$ cat src/rtl/rename_stage.sv
// rename_stage: maps architectural sources/destination of each decoded
// instruction to physical registers through a register alias table (RAT),
// allocates new destinations from a circular free list, and registers the
// renamed instruction plus decode controls for dispatch (1-cycle latency).
//
// Ports:
//   clk, reset            clock, asynchronous active-high reset
//   in_valid / in_ready   decoded instruction handshake (in_ready combinational)
//   in_*                  decode fields; in_reg_write also gates allocation
//   free_valid/free_preg  commit-side release of a physical tag
//   out_valid, out_prs1/2 renamed instruction and physical sources
//   out_prd/out_old_prd   new destination and previous mapping (0 if none)
//   out_* passthrough     registered copies of the decode fields
//   overflow_err          sticky: a free arrived while the list was full
module rename_stage #(
    parameter int unsigned NUM_PREG = 64,
    parameter int unsigned PREG_W   = 6
) (
    input  logic              clk,
    input  logic              reset,
    input  logic              in_valid,
    output logic              in_ready,
    input  logic [6:0]        in_opcode,
    input  logic [4:0]        in_rd,
    input  logic [4:0]        in_rs1,
    input  logic [4:0]        in_rs2,
    input  logic [31:0]       in_imm,
    input  logic [2:0]        in_func3,
    input  logic              in_load_store,
    input  logic              in_alu_src,
    input  logic              in_reg_write,
    input  logic              in_bms,
    input  logic [3:0]        in_alu_control,
    input  logic              free_valid,
    input  logic [PREG_W-1:0] free_preg,
    output logic              out_valid,
    output logic [PREG_W-1:0] out_prs1,
    output logic [PREG_W-1:0] out_prs2,
    output logic [PREG_W-1:0] out_prd,
    output logic [PREG_W-1:0] out_old_prd,
    output logic [6:0]        out_opcode,
    output logic [31:0]       out_imm,
    output logic [2:0]        out_func3,
    output logic              out_load_store,
    output logic              out_alu_src,
    output logic              out_reg_write,
    output logic              out_bms,
    output logic [3:0]        out_alu_control,
    output logic              overflow_err
);

    localparam int unsigned NUM_AREG = 32;
    localparam int unsigned FL_DEPTH = NUM_PREG - NUM_AREG;
    localparam int unsigned FL_PTR_W = $clog2(FL_DEPTH);
    localparam int unsigned FL_CNT_W = $clog2(FL_DEPTH + 1);

    // Architectural and free-list state
    logic [PREG_W-1:0]   rat_q [NUM_AREG];
    logic [PREG_W-1:0]   rat_d [NUM_AREG];
    logic [PREG_W-1:0]   fl_q  [FL_DEPTH];
    logic [PREG_W-1:0]   fl_d  [FL_DEPTH];
    logic [FL_PTR_W-1:0] head_q, head_d;
    logic [FL_PTR_W-1:0] tail_q, tail_d;
    logic [FL_CNT_W-1:0] free_count_q, free_count_d;
    logic                overflow_err_q, overflow_err_d;

    // Output register
    logic              out_valid_q, out_valid_d;
    logic [PREG_W-1:0] out_prs1_q, out_prs1_d;
    logic [PREG_W-1:0] out_prs2_q, out_prs2_d;
    logic [PREG_W-1:0] out_prd_q, out_prd_d;
    logic [PREG_W-1:0] out_old_prd_q, out_old_prd_d;
    logic [6:0]        out_opcode_q, out_opcode_d;
    logic [31:0]       out_imm_q, out_imm_d;
    logic [2:0]        out_func3_q, out_func3_d;
    logic              out_load_store_q, out_load_store_d;
    logic              out_alu_src_q, out_alu_src_d;
    logic              out_reg_write_q, out_reg_write_d;
    logic              out_bms_q, out_bms_d;
    logic [3:0]        out_alu_control_q, out_alu_control_d;

    logic need_alloc;
    logic fl_empty;
    logic fl_full;
    logic accept;
    logic do_alloc;
    logic free_req;
    logic do_free;

    function automatic logic [FL_PTR_W-1:0] ptr_inc(input logic [FL_PTR_W-1:0] p);
        return (p == FL_PTR_W'(FL_DEPTH - 1)) ? '0 : p + FL_PTR_W'(1);
    endfunction

    // Handshake and update enables; a same-cycle free never feeds an empty list's allocation
    always_comb begin
        need_alloc = in_reg_write & (in_rd != 5'd0);
        fl_empty   = (free_count_q == '0);
        fl_full    = (free_count_q == FL_CNT_W'(FL_DEPTH));
        in_ready   = ~fl_empty | ~need_alloc;
        accept     = in_valid & in_ready;
        do_alloc   = accept & need_alloc;
        free_req   = free_valid & (free_preg != '0);
        do_free    = free_req & ~fl_full;
    end

    // Next-state: RAT, free list, counters and output register
    always_comb begin
        rat_d             = rat_q;
        fl_d              = fl_q;
        head_d            = head_q;
        tail_d            = tail_q;
        free_count_d      = free_count_q;
        overflow_err_d    = overflow_err_q | (free_req & fl_full);
        out_valid_d       = accept;
        out_prs1_d        = out_prs1_q;
        out_prs2_d        = out_prs2_q;
        out_prd_d         = out_prd_q;
        out_old_prd_d     = out_old_prd_q;
        out_opcode_d      = out_opcode_q;
        out_imm_d         = out_imm_q;
        out_func3_d       = out_func3_q;
        out_load_store_d  = out_load_store_q;
        out_alu_src_d     = out_alu_src_q;
        out_reg_write_d   = out_reg_write_q;
        out_bms_d         = out_bms_q;
        out_alu_control_d = out_alu_control_q;

        if (accept) begin
            // Sources read the pre-write RAT, so rs == rd sees the old mapping
            out_prs1_d        = rat_q[in_rs1];
            out_prs2_d        = rat_q[in_rs2];
            out_prd_d         = do_alloc ? fl_q[head_q] : '0;
            out_old_prd_d     = do_alloc ? rat_q[in_rd] : '0;
            out_opcode_d      = in_opcode;
            out_imm_d         = in_imm;
            out_func3_d       = in_func3;
            out_load_store_d  = in_load_store;
            out_alu_src_d     = in_alu_src;
            out_reg_write_d   = in_reg_write;
            out_bms_d         = in_bms;
            out_alu_control_d = in_alu_control;
        end

        if (do_alloc) begin
            rat_d[in_rd] = fl_q[head_q];
            head_d       = ptr_inc(head_q);
        end

        if (do_free) begin
            fl_d[tail_q] = free_preg;
            tail_d       = ptr_inc(tail_q);
        end

        case ({do_alloc, do_free})
            2'b10:   free_count_d = free_count_q - FL_CNT_W'(1);
            2'b01:   free_count_d = free_count_q + FL_CNT_W'(1);
            default: free_count_d = free_count_q;
        endcase
    end

    // State registers; reset restores identity map and a full ascending free list
    always_ff @(posedge clk or posedge reset) begin
        if (reset) begin
            for (int i = 0; i < NUM_AREG; i++) begin
                rat_q[i] <= PREG_W'(i);
            end
            for (int i = 0; i < FL_DEPTH; i++) begin
                fl_q[i] <= PREG_W'(NUM_AREG + i);
            end
            head_q            <= '0;
            tail_q            <= '0;
            free_count_q      <= FL_CNT_W'(FL_DEPTH);
            overflow_err_q    <= 1'b0;
            out_valid_q       <= 1'b0;
            out_prs1_q        <= '0;
            out_prs2_q        <= '0;
            out_prd_q         <= '0;
            out_old_prd_q     <= '0;
            out_opcode_q      <= '0;
            out_imm_q         <= '0;
            out_func3_q       <= '0;
            out_load_store_q  <= 1'b0;
            out_alu_src_q     <= 1'b0;
            out_reg_write_q   <= 1'b0;
            out_bms_q         <= 1'b0;
            out_alu_control_q <= '0;
        end else begin
            rat_q             <= rat_d;
            fl_q              <= fl_d;
            head_q            <= head_d;
            tail_q            <= tail_d;
            free_count_q      <= free_count_d;
            overflow_err_q    <= overflow_err_d;
            out_valid_q       <= out_valid_d;
            out_prs1_q        <= out_prs1_d;
            out_prs2_q        <= out_prs2_d;
            out_prd_q         <= out_prd_d;
            out_old_prd_q     <= out_old_prd_d;
            out_opcode_q      <= out_opcode_d;
            out_imm_q         <= out_imm_d;
            out_func3_q       <= out_func3_d;
            out_load_store_q  <= out_load_store_d;
            out_alu_src_q     <= out_alu_src_d;
            out_reg_write_q   <= out_reg_write_d;
            out_bms_q         <= out_bms_d;
            out_alu_control_q <= out_alu_control_d;
        end
    end

    assign out_valid       = out_valid_q;
    assign out_prs1        = out_prs1_q;
    assign out_prs2        = out_prs2_q;
    assign out_prd         = out_prd_q;
    assign out_old_prd     = out_old_prd_q;
    assign out_opcode      = out_opcode_q;
    assign out_imm         = out_imm_q;
    assign out_func3       = out_func3_q;
    assign out_load_store  = out_load_store_q;
    assign out_alu_src     = out_alu_src_q;
    assign out_reg_write   = out_reg_write_q;
    assign out_bms         = out_bms_q;
    assign out_alu_control = out_alu_control_q;
    assign overflow_err    = overflow_err_q;

endmodule

$ cat config.mk
export PLATFORM = sky130hd
export DESIGN_NAME = rename_stage
export DESIGN_NICKNAME = d
export VERILOG_FILES = /design/src/rtl/rename_stage.sv
export SDC_FILE = /design/constraint.sdc
export NUM_CORES = 1
export LEC_CHECK = 0
export ABC_CLOCK_PERIOD_IN_PS = 14500
export BUFFER_PORTS_ARGS = -buffer_cell sky130_fd_sc_hd__buf_2
export CAP_MARGIN = 0
export CORE_ASPECT_RATIO = 0.7
export CORE_MARGIN = 2
export CORE_UTILIZATION = 55
export CTS_CLUSTER_DIAMETER = 30
export DETAILED_ROUTE_END_ITERATION = 8
export PLACE_DENSITY = 0.79
export SLEW_MARGIN = 10
export SYNTH_ARGS = -nofsm -noshare
export SYNTH_HDL_FRONTEND = slang
export SYNTH_SLANG_ARGS = --single-unit
export TNS_END_PERCENT = 50
$ cat constraint.sdc
create_clock -name clk -period 14.5 [get_ports clk]
set_clock_uncertainty 0.15 [all_clocks]
set_input_delay 0.725 -clock clk [delete_from_list [all_inputs] [get_ports clk]]
set_output_delay 0.725 -clock clk [all_outputs]
set_load 0.01 [all_outputs]
==> out/metrics.csv, run 1 <==
metric,value,unit
status,finished clean,
p_per_area,222,nW/um^2
syn2layout_area_growth,15.3,%
holdBufCountCts,0,
syn-num-nets,1751,
switching_share,0.343,
synth-edff-count,0,
root_buffer,clkbuf_16,
holdCritPathClass,in -> async,
setup_slack,10.34,ns
p_int,4.15,mW
worst-endpoint-required,14.87,ns
place_congestion,1.00,
p_switching,2.17,mW
synth.distinct_cells,52,
p_clk_frac,0.300,
peakVddDrop,149,uV
ant_nets,0,
max_freq,240,MHz
grt_max_degree,173,
first_global_vias,16532,
cp_max_fo,14,
dp_worst_setup_slack,9.92,ns
fp-row-count,64,
grt_pass1_wl,102,mm
final_max_slew_viol_count,0,
crit_path_end_kind,flip-flop,
viasPerCell,6.61,
dp_hpwl,42.4,mm
crit_start,free_count_q[0],
initial_utilization,0.562,
drv_cap,0,
wl_per_cell,26.9,um
yosys.area.top_type,dfrtp_1,
nets,1877,
antenna_found_initial,3,
start_kind,flip-flop,
slew_headroom,0.0956,
min_period_over_period,0.287,
drt_wl_total,66.1,mm
yosys-top-cells-count,"mux2_2 (404), dfrtp_1 (283), dfstp_2 (193)",
fill_cells,3000,
netlist.area_leader.share,0.287,
r2r-start,free_count_q[0],
worst_slew_pin_slew,1.35,ns
io_pins,152,
fp.dieW,257,um
cts_made_buffers,81,
port_buffers,151,
rsz0062_at_grt,no,
clockBufferDepth,3,
hold_viol,0,
htree_levels,3,
firstDrtPassIters,6,
yosysWarningCount,0,
cts_setup_buffers,0,
timing.final.crit_period,4.16,ns
yosys-top-cells-area,"dfrtp_1 (29%), dfstp_2 (21%), mux2_2 (18%)",
grt_overflow,0,
ys_ff_latch,476,
cts_tree,built,
num_vias,16225,
drive_gt1_frac,0.617,
crit_chain,or4_4 -> or3_4 -> and3_1 -> clkinv_2 -> ha_1 -> inv_1 -> ha_1 -> a21o_1 -> a21oi_1 -> or4_1 -> nand4_1 -> xor2_1,
combPwrFrac,0.315,
syn_inst,1663,
leakage,12.1,nW
seq_area_frac_synth,0.492,
coreArea,44000,um^2
die_area,46600,um^2
hold_slack,0.198,ns
cpMaxStageDelayCell,or4_4,
seqPwrFrac,0.385,
ys_async_sr_fraction,1.00,
die_height,181,um
max_stage_delay,0.56,ns
finalSetupViolCount,0,
drt_first_iter_violations,1842,
cts_sinks,476,
finalSetupTns,0,ns
ys.flop_type,dfrtp_1,
grt_usage,0.285,
crit_path_frequent_cell,ha_1,
clock_latency,0.61,ns
syn_area_per_cell,14.8,um^2
cts_resized,0,
yosysMostFrequentCell,mux2_2,
drc_errors,0,
critPathKind,reg -> reg,
clk_pin_slew_worst_paths,0.06,ns
syn_area,24700,um^2
cp.arrival,4.53,ns
==> registers in the layout, indices dropped and copies added, names as in the netlist <==
signal	count
out_imm	32
out_alu_control	4
fl_q	192
out_bms	1
out_old_prd	6
out_load_store	1
out_alu_src	1
head_q	5
out_opcode	7
free_count_q	6
rat_q	192
overflow_err	1
out_valid	1
out_prd	6
out_reg_write	1
out_func3	3
out_prs2	6
tail_q	5
out_prs1	6
==> critical path, delay by kind of cell, from the launching register on <==
kind / cells / cell delay (ns)
fa+ha+maj: 2 / 0.66
simple gates: 5 / 1.98
buf+inv: 2 / 0.42
compound gates: 2 / 0.27
xor+xnor: 1 / 0.18
flops: 1 / 0.42
==> power by group through the flow <==
stage / Sequential (mW) / Combinational [mW] / Clock (mW)
global route: 2.50 / 2.10 / 1.98
finish: 2.43 / 1.99 / 1.89
floorplan: 2.27 / 1.44 / 0
detailed placement: 2.42 / 1.94 / 0
global placement: 2.36 / 1.88 / 0
CTS: 2.41 / 1.96 / 1.92
==> through the flow <==
step                area (um^2)  instances  power [mW]  utilization
global route              28500       2452        6.58        0.648
CTS                       28400       2450        6.29        0.647
finish                    28500       2455        6.32        0.648
detailed placement        25700       2299        4.37        0.584
global placement          25700       2299        4.25        0.584
floorplan                 24700       1663        3.71            -
==> worst paths after layout <==
kind	slack, ns	endpoint	depth (start not counted)
worst max-delay path	10.34	free_count_q[5]	12
worst min register to register	0.26	rat_q[190]	0
worst min-delay path	0.20	out_imm[5]	2
min in group clk	0.20	out_imm[23]	2
worst max register to register	10.34	free_count_q[5]	12
max in group asynchronous	11.79	fl_q[41]	5
==> layer usage <==
| layer | vias to the layer above | global-route usage | part of all wire |
|---|---|---|---|
| li1 | 6690 | - | - |
| met1 | 8444 | 0.419 | 0.42 |
| met2 | 944 | 0.397 | 0.43 |
| met3 | 143 | 0.102 | 0.12 |
| met4 | 4 | 0.0849 | 0.023 |
| met5 | - | 0 | 0.0012 |
==> cell families after synthesis <==
group | share of synthesized area
compound gates | 0.0448
simple gates | 0.0474
fa+ha+maj | 0.00689
xor+xnor | 0.00177
flops | 0.492
mux | 0.378
buf+inv | 0.0287
==> area by class of cell <==
type	instances	area [um^2]	area share
antenna	4	10.0	0.000352
sequential	476	12200	0.427
multi-input combinational	1049	11800	0.416
clock buffer	102	2280	0.0801
inverter	13	57.6	0.00202
clock inverter	49	462	0.0162
timing repair buffer	168	923	0.0324
tap	594	743	0.0261
==> cell usage in the layout (no fill, tap or decap), drive strengths merged, types with 20 or more instances in the layout <==
master | synthesis | final
mux4 | 156 | 156
a21oi | 20 | 20
o22ai | 78 | 78
inv | 12 | 29
nor4 | 21 | 21
mux2 | 441 | 441
buf | 66 | 168
nand2 | 25 | 25
nor2 | 75 | 75
mux2i | 72 | 72
dfstp | 193 | 193
clkbuf | 59 | 102
a22oi | 36 | 36
clkinv | 1 | 20
dfrtp | 283 | 283
Note: power is estimated with default switching activity, not from simulation.
==> run 2: changes to the inputs <==
--- a/config.mk
+++ b/config.mk
@@ -5,7 +5,8 @@
 export SDC_FILE = /design/constraint.sdc
 export NUM_CORES = 1
 export LEC_CHECK = 0
-export ABC_CLOCK_PERIOD_IN_PS = 14500
+export ABC_AREA = 1
+export ABC_CLOCK_PERIOD_IN_PS = 4100
 export BUFFER_PORTS_ARGS = -buffer_cell sky130_fd_sc_hd__buf_2
 export CAP_MARGIN = 0
 export CORE_ASPECT_RATIO = 0.7
@@ -13,7 +14,7 @@
 export CORE_UTILIZATION = 55
 export CTS_CLUSTER_DIAMETER = 30
 export DETAILED_ROUTE_END_ITERATION = 8
-export PLACE_DENSITY = 0.79
+export PLACE_DENSITY = 0.76
 export SLEW_MARGIN = 10
 export SYNTH_ARGS = -nofsm -noshare
 export SYNTH_HDL_FRONTEND = slang
==> constraint.sdc (replaced) <==
create_clock -name clk -period 4.1 [get_ports clk]
set_clock_uncertainty 0.15 [all_clocks]
set_input_delay 0.205 -clock clk [delete_from_list [all_inputs] [get_ports clk]]
set_output_delay 0.205 -clock clk [all_outputs]
set_load 0.01 [all_outputs]
==> run 2 against run 1 <==
Non-clock buffer count increased by 103. First-iteration DRC count grew 140%. Largest cell class is now multi-input combinational cells. Global-route usage is 9.4 points higher.
==> out/metrics.csv, run 2 <==
metric,value,unit,change
status,finished clean,,
hold_viol,0,,unchanged
cts_resized,0,,unchanged
yosys-top-cells-count,"nand2_1 (1589), nand3_1 (607), nor2_1 (396)",,
rsz0062_at_grt,no,,
holdCritPathClass,in -> reg,,
reg2reg_slack,1.02,ns,-9.32 ns
ys_ff_latch,476,,unchanged
firstDrtPassIters,9,,+3
whs_path_depth,5,,
peakVddDrop,823,uV,+450%
clk_pin_slew_worst_paths,0.05,ns,about the same
final_common_cell,nand2_1,,
grt_overflow,0,,unchanged
grt_max_degree,108,,-38%
start_kind,input pin,,
max_freq,303,MHz,
seq_area_frac_synth,0.454,,-0.0384
min_period_over_period,0.804,,
place_congestion,0.951,,-5.0%
drc_errors,0,,unchanged
die_height,189,um,+4.0%
grt_pass1_wl,148,mm,+46%
combPwrFrac,0.329,,+0.014
cp_max_fo,25,,+11
rr_endpoint,rat_q[51],,
syn2layout_area_growth,18.4,%,
nets,4097,,+120%
drt_first_iter_violations,4383,,+140%
critPathKind,in -> reg,,
io_pins,152,,unchanged
timing.final.crit_period,3.30,ns,
yosys-top-cells-area,"dfrtp_1 (26%), nand2_1 (22%), dfstp_2 (19%)",,
min_from,in_valid,,
reg2reg_depth,10,,-2
cts_tree,built,,
hold_end,rat_q[98],,
drt_wl_total,95.7,mm,+45%
seqPwrFrac,0.354,,-0.031
clockBufferDepth,3,,unchanged
yosysWarningCount,0,,unchanged
antenna_found_initial,3,,unchanged
leakage,15.7,nW,+30%
coreArea,48000,um^2,+9.1%
cp.arrival,3.68,ns,-0.85 ns
cpMaxStageDelayCell,inv_1,,
crit_path_end_kind,flip-flop,,
p_switching,9.96,mW,+360%
num_vias,28013,,+73%
die_area,50500,um^2,+8.3%
ys_async_sr_fraction,1.00,,unchanged
finalSetupViolCount,0,,unchanged
port_buffers,151,,unchanged
viasPerCell,5.91,,-11%
synth.distinct_cells,31,,-40%
cts_made_buffers,87,,+7.4%
p_clk_frac,0.317,,+0.017
root_buffer,clkbuf_16,,
clock_latency,0.64,ns,+0.03 ns
crit_chain,buf_2 -> inv_1 -> nand3_1 -> nand2_1 -> nand2_1 -> nand3_1 -> dlygate4sd3_1 -> nand3_1 -> dlygate4sd3_1 -> nand2_1,,
worst-endpoint-required,4.49,ns,-10.38 ns
grt_usage,0.379,,+0.0939
fill_cells,4145,,+38%
r2r-start,head_q[0],,
syn-num-nets,3987,,+130%
power,24.5,mW,+290%
ys.flop_type,dfrtp_1,,
switching_share,0.407,,+0.0639
max_stage_delay,0.85,ns,+0.29 ns
syn_area,26800,um^2,+8.5%
fin_util,0.661,,+0.0136
fp-row-count,67,,+4.7%
syn_inst,3899,,+130%
hold_slack,0.0481,ns,-0.150 ns
p_int,14.5,mW,+250%
p_per_area,773,nW/um^2,+250%
cts_sinks,476,,unchanged
initial_utilization,0.558,,-0.00320
slew_headroom,0.0986,,+0.00298
yosysMostFrequentCell,nand2_1,,
fp.dieW,268,um,+4.1%
first_global_vias,26155,,+58%
drive_gt1_frac,0.155,,-0.462
netlist.area_leader.share,0.264,,-0.0224
worst_slew_pin_slew,1.35,ns,+0.00441 ns
htree_levels,3,,unchanged
syn_area_per_cell,6.87,um^2,-54%
drv_cap,0,,unchanged
dp_hpwl,57.9,mm,+36%
wl_per_cell,20.2,um,-25%
yosys.area.top_type,dfrtp_1,,
synth-edff-count,0,,unchanged
final_cell_mix,"nand2_1 (1585), nand3_1 (607), nor2_1 (396), dfrtp_1 (282), o21ai_0 (274)",,
ant_nets,0,,unchanged
final_max_slew_viol_count,0,,unchanged
[run 2: cell count changes after synthesis, sizes merged, moves of 36 or more]
cell	change
nand2	+1565
nand3	+600
mux2	-441
nor2	+339
o21ai	+263
inv	+174
mux4	-156
clkbuf	+90
o22ai	-78
mux2i	-72
a22oi	-36
[run 2: per-layer routing]
metal	global-route usage	share of wire	up-vias
li1	-	-	12650
met3	0.152	0.16	316
met5	0.0106	0.0014	-
met2	0.516	0.40	2056
met4	0.132	0.035	8
met1	0.541	0.40	12983
[run 2: logic make-up after synthesis]
family                     Yosys count  synth area share
xor gates and xnor gates             3          0.000981
buffers and inverters              440            0.0651
DFF                                476             0.454
AOI/OAI and AO/OA                  323            0.0614
adders and majority gates           13           0.00635
and+or+nand+nor                   2644             0.412
[run 2: power by group through the flow]
stage          registers, mW  clock network (mW)  logic, mW
2_1_floorplan           8.17                   0       5.26
3_3_place_gp            8.57                   0       7.45
3_5_place_dp            8.59                   0       7.61
4_1_cts                 8.57                7.80       7.72
5_1_grt                 8.86                8.04       8.81
6_report                8.67                7.78       8.06
[run 2: final cells by class]
type	instances	area, um^2	share of cell area
Clock buffer	105	2390	0.0753
Timing Repair Buffer	271	1930	0.0608
Sequential cell	476	12200	0.383
Clock inverter	57	790	0.0249
Inverter	190	718	0.0227
Antenna cell	2	5.00	0.000158
Tap cell	655	820	0.0258
Multi-Input combinational cell	2983	12900	0.407
[run 2: how the worst max path moves through the flow]
stage          startpoint           to  slack (ns)
2_1_floorplan       reset    fl_q[100]       -2.55
3_3_place_gp    head_q[0]   rat_q[185]        1.19
3_5_place_dp    head_q[0]   out_prd[2]        1.18
4_1_cts         in_rs2[2]  out_prs2[1]        1.08
5_1_grt         in_rs2[2]  out_prs2[1]        0.88
6_report        in_rs2[2]  out_prs2[1]        0.80
[run 2: through the flow]
step                setup WS (ns)  TNS (ns)  cells  instance area (um^2)
CTS                          1.08         0   4737                 31700
floorplan                   -2.55   -874.61   3899                 26800
global route                0.883         0   4737                 31700
global placement             1.19         0   4508                 27900
detailed placement           1.18         0   4508                 27900
finish                      0.802         0   4739                 31700
[run 2: what timing repair did]
action | in CTS | in global routing
hold endpoints to repair | 188 | 0
setup endpoints to repair | 0 | 0
hold buffers | 67 | 0
setup buffers | 0 | 0
[run 2: worst max-delay path: cells and delay by family]
kind	cells	cell delay, ns
and+or+nand+nor	6	0.83
buffers and inverters	4	2.63
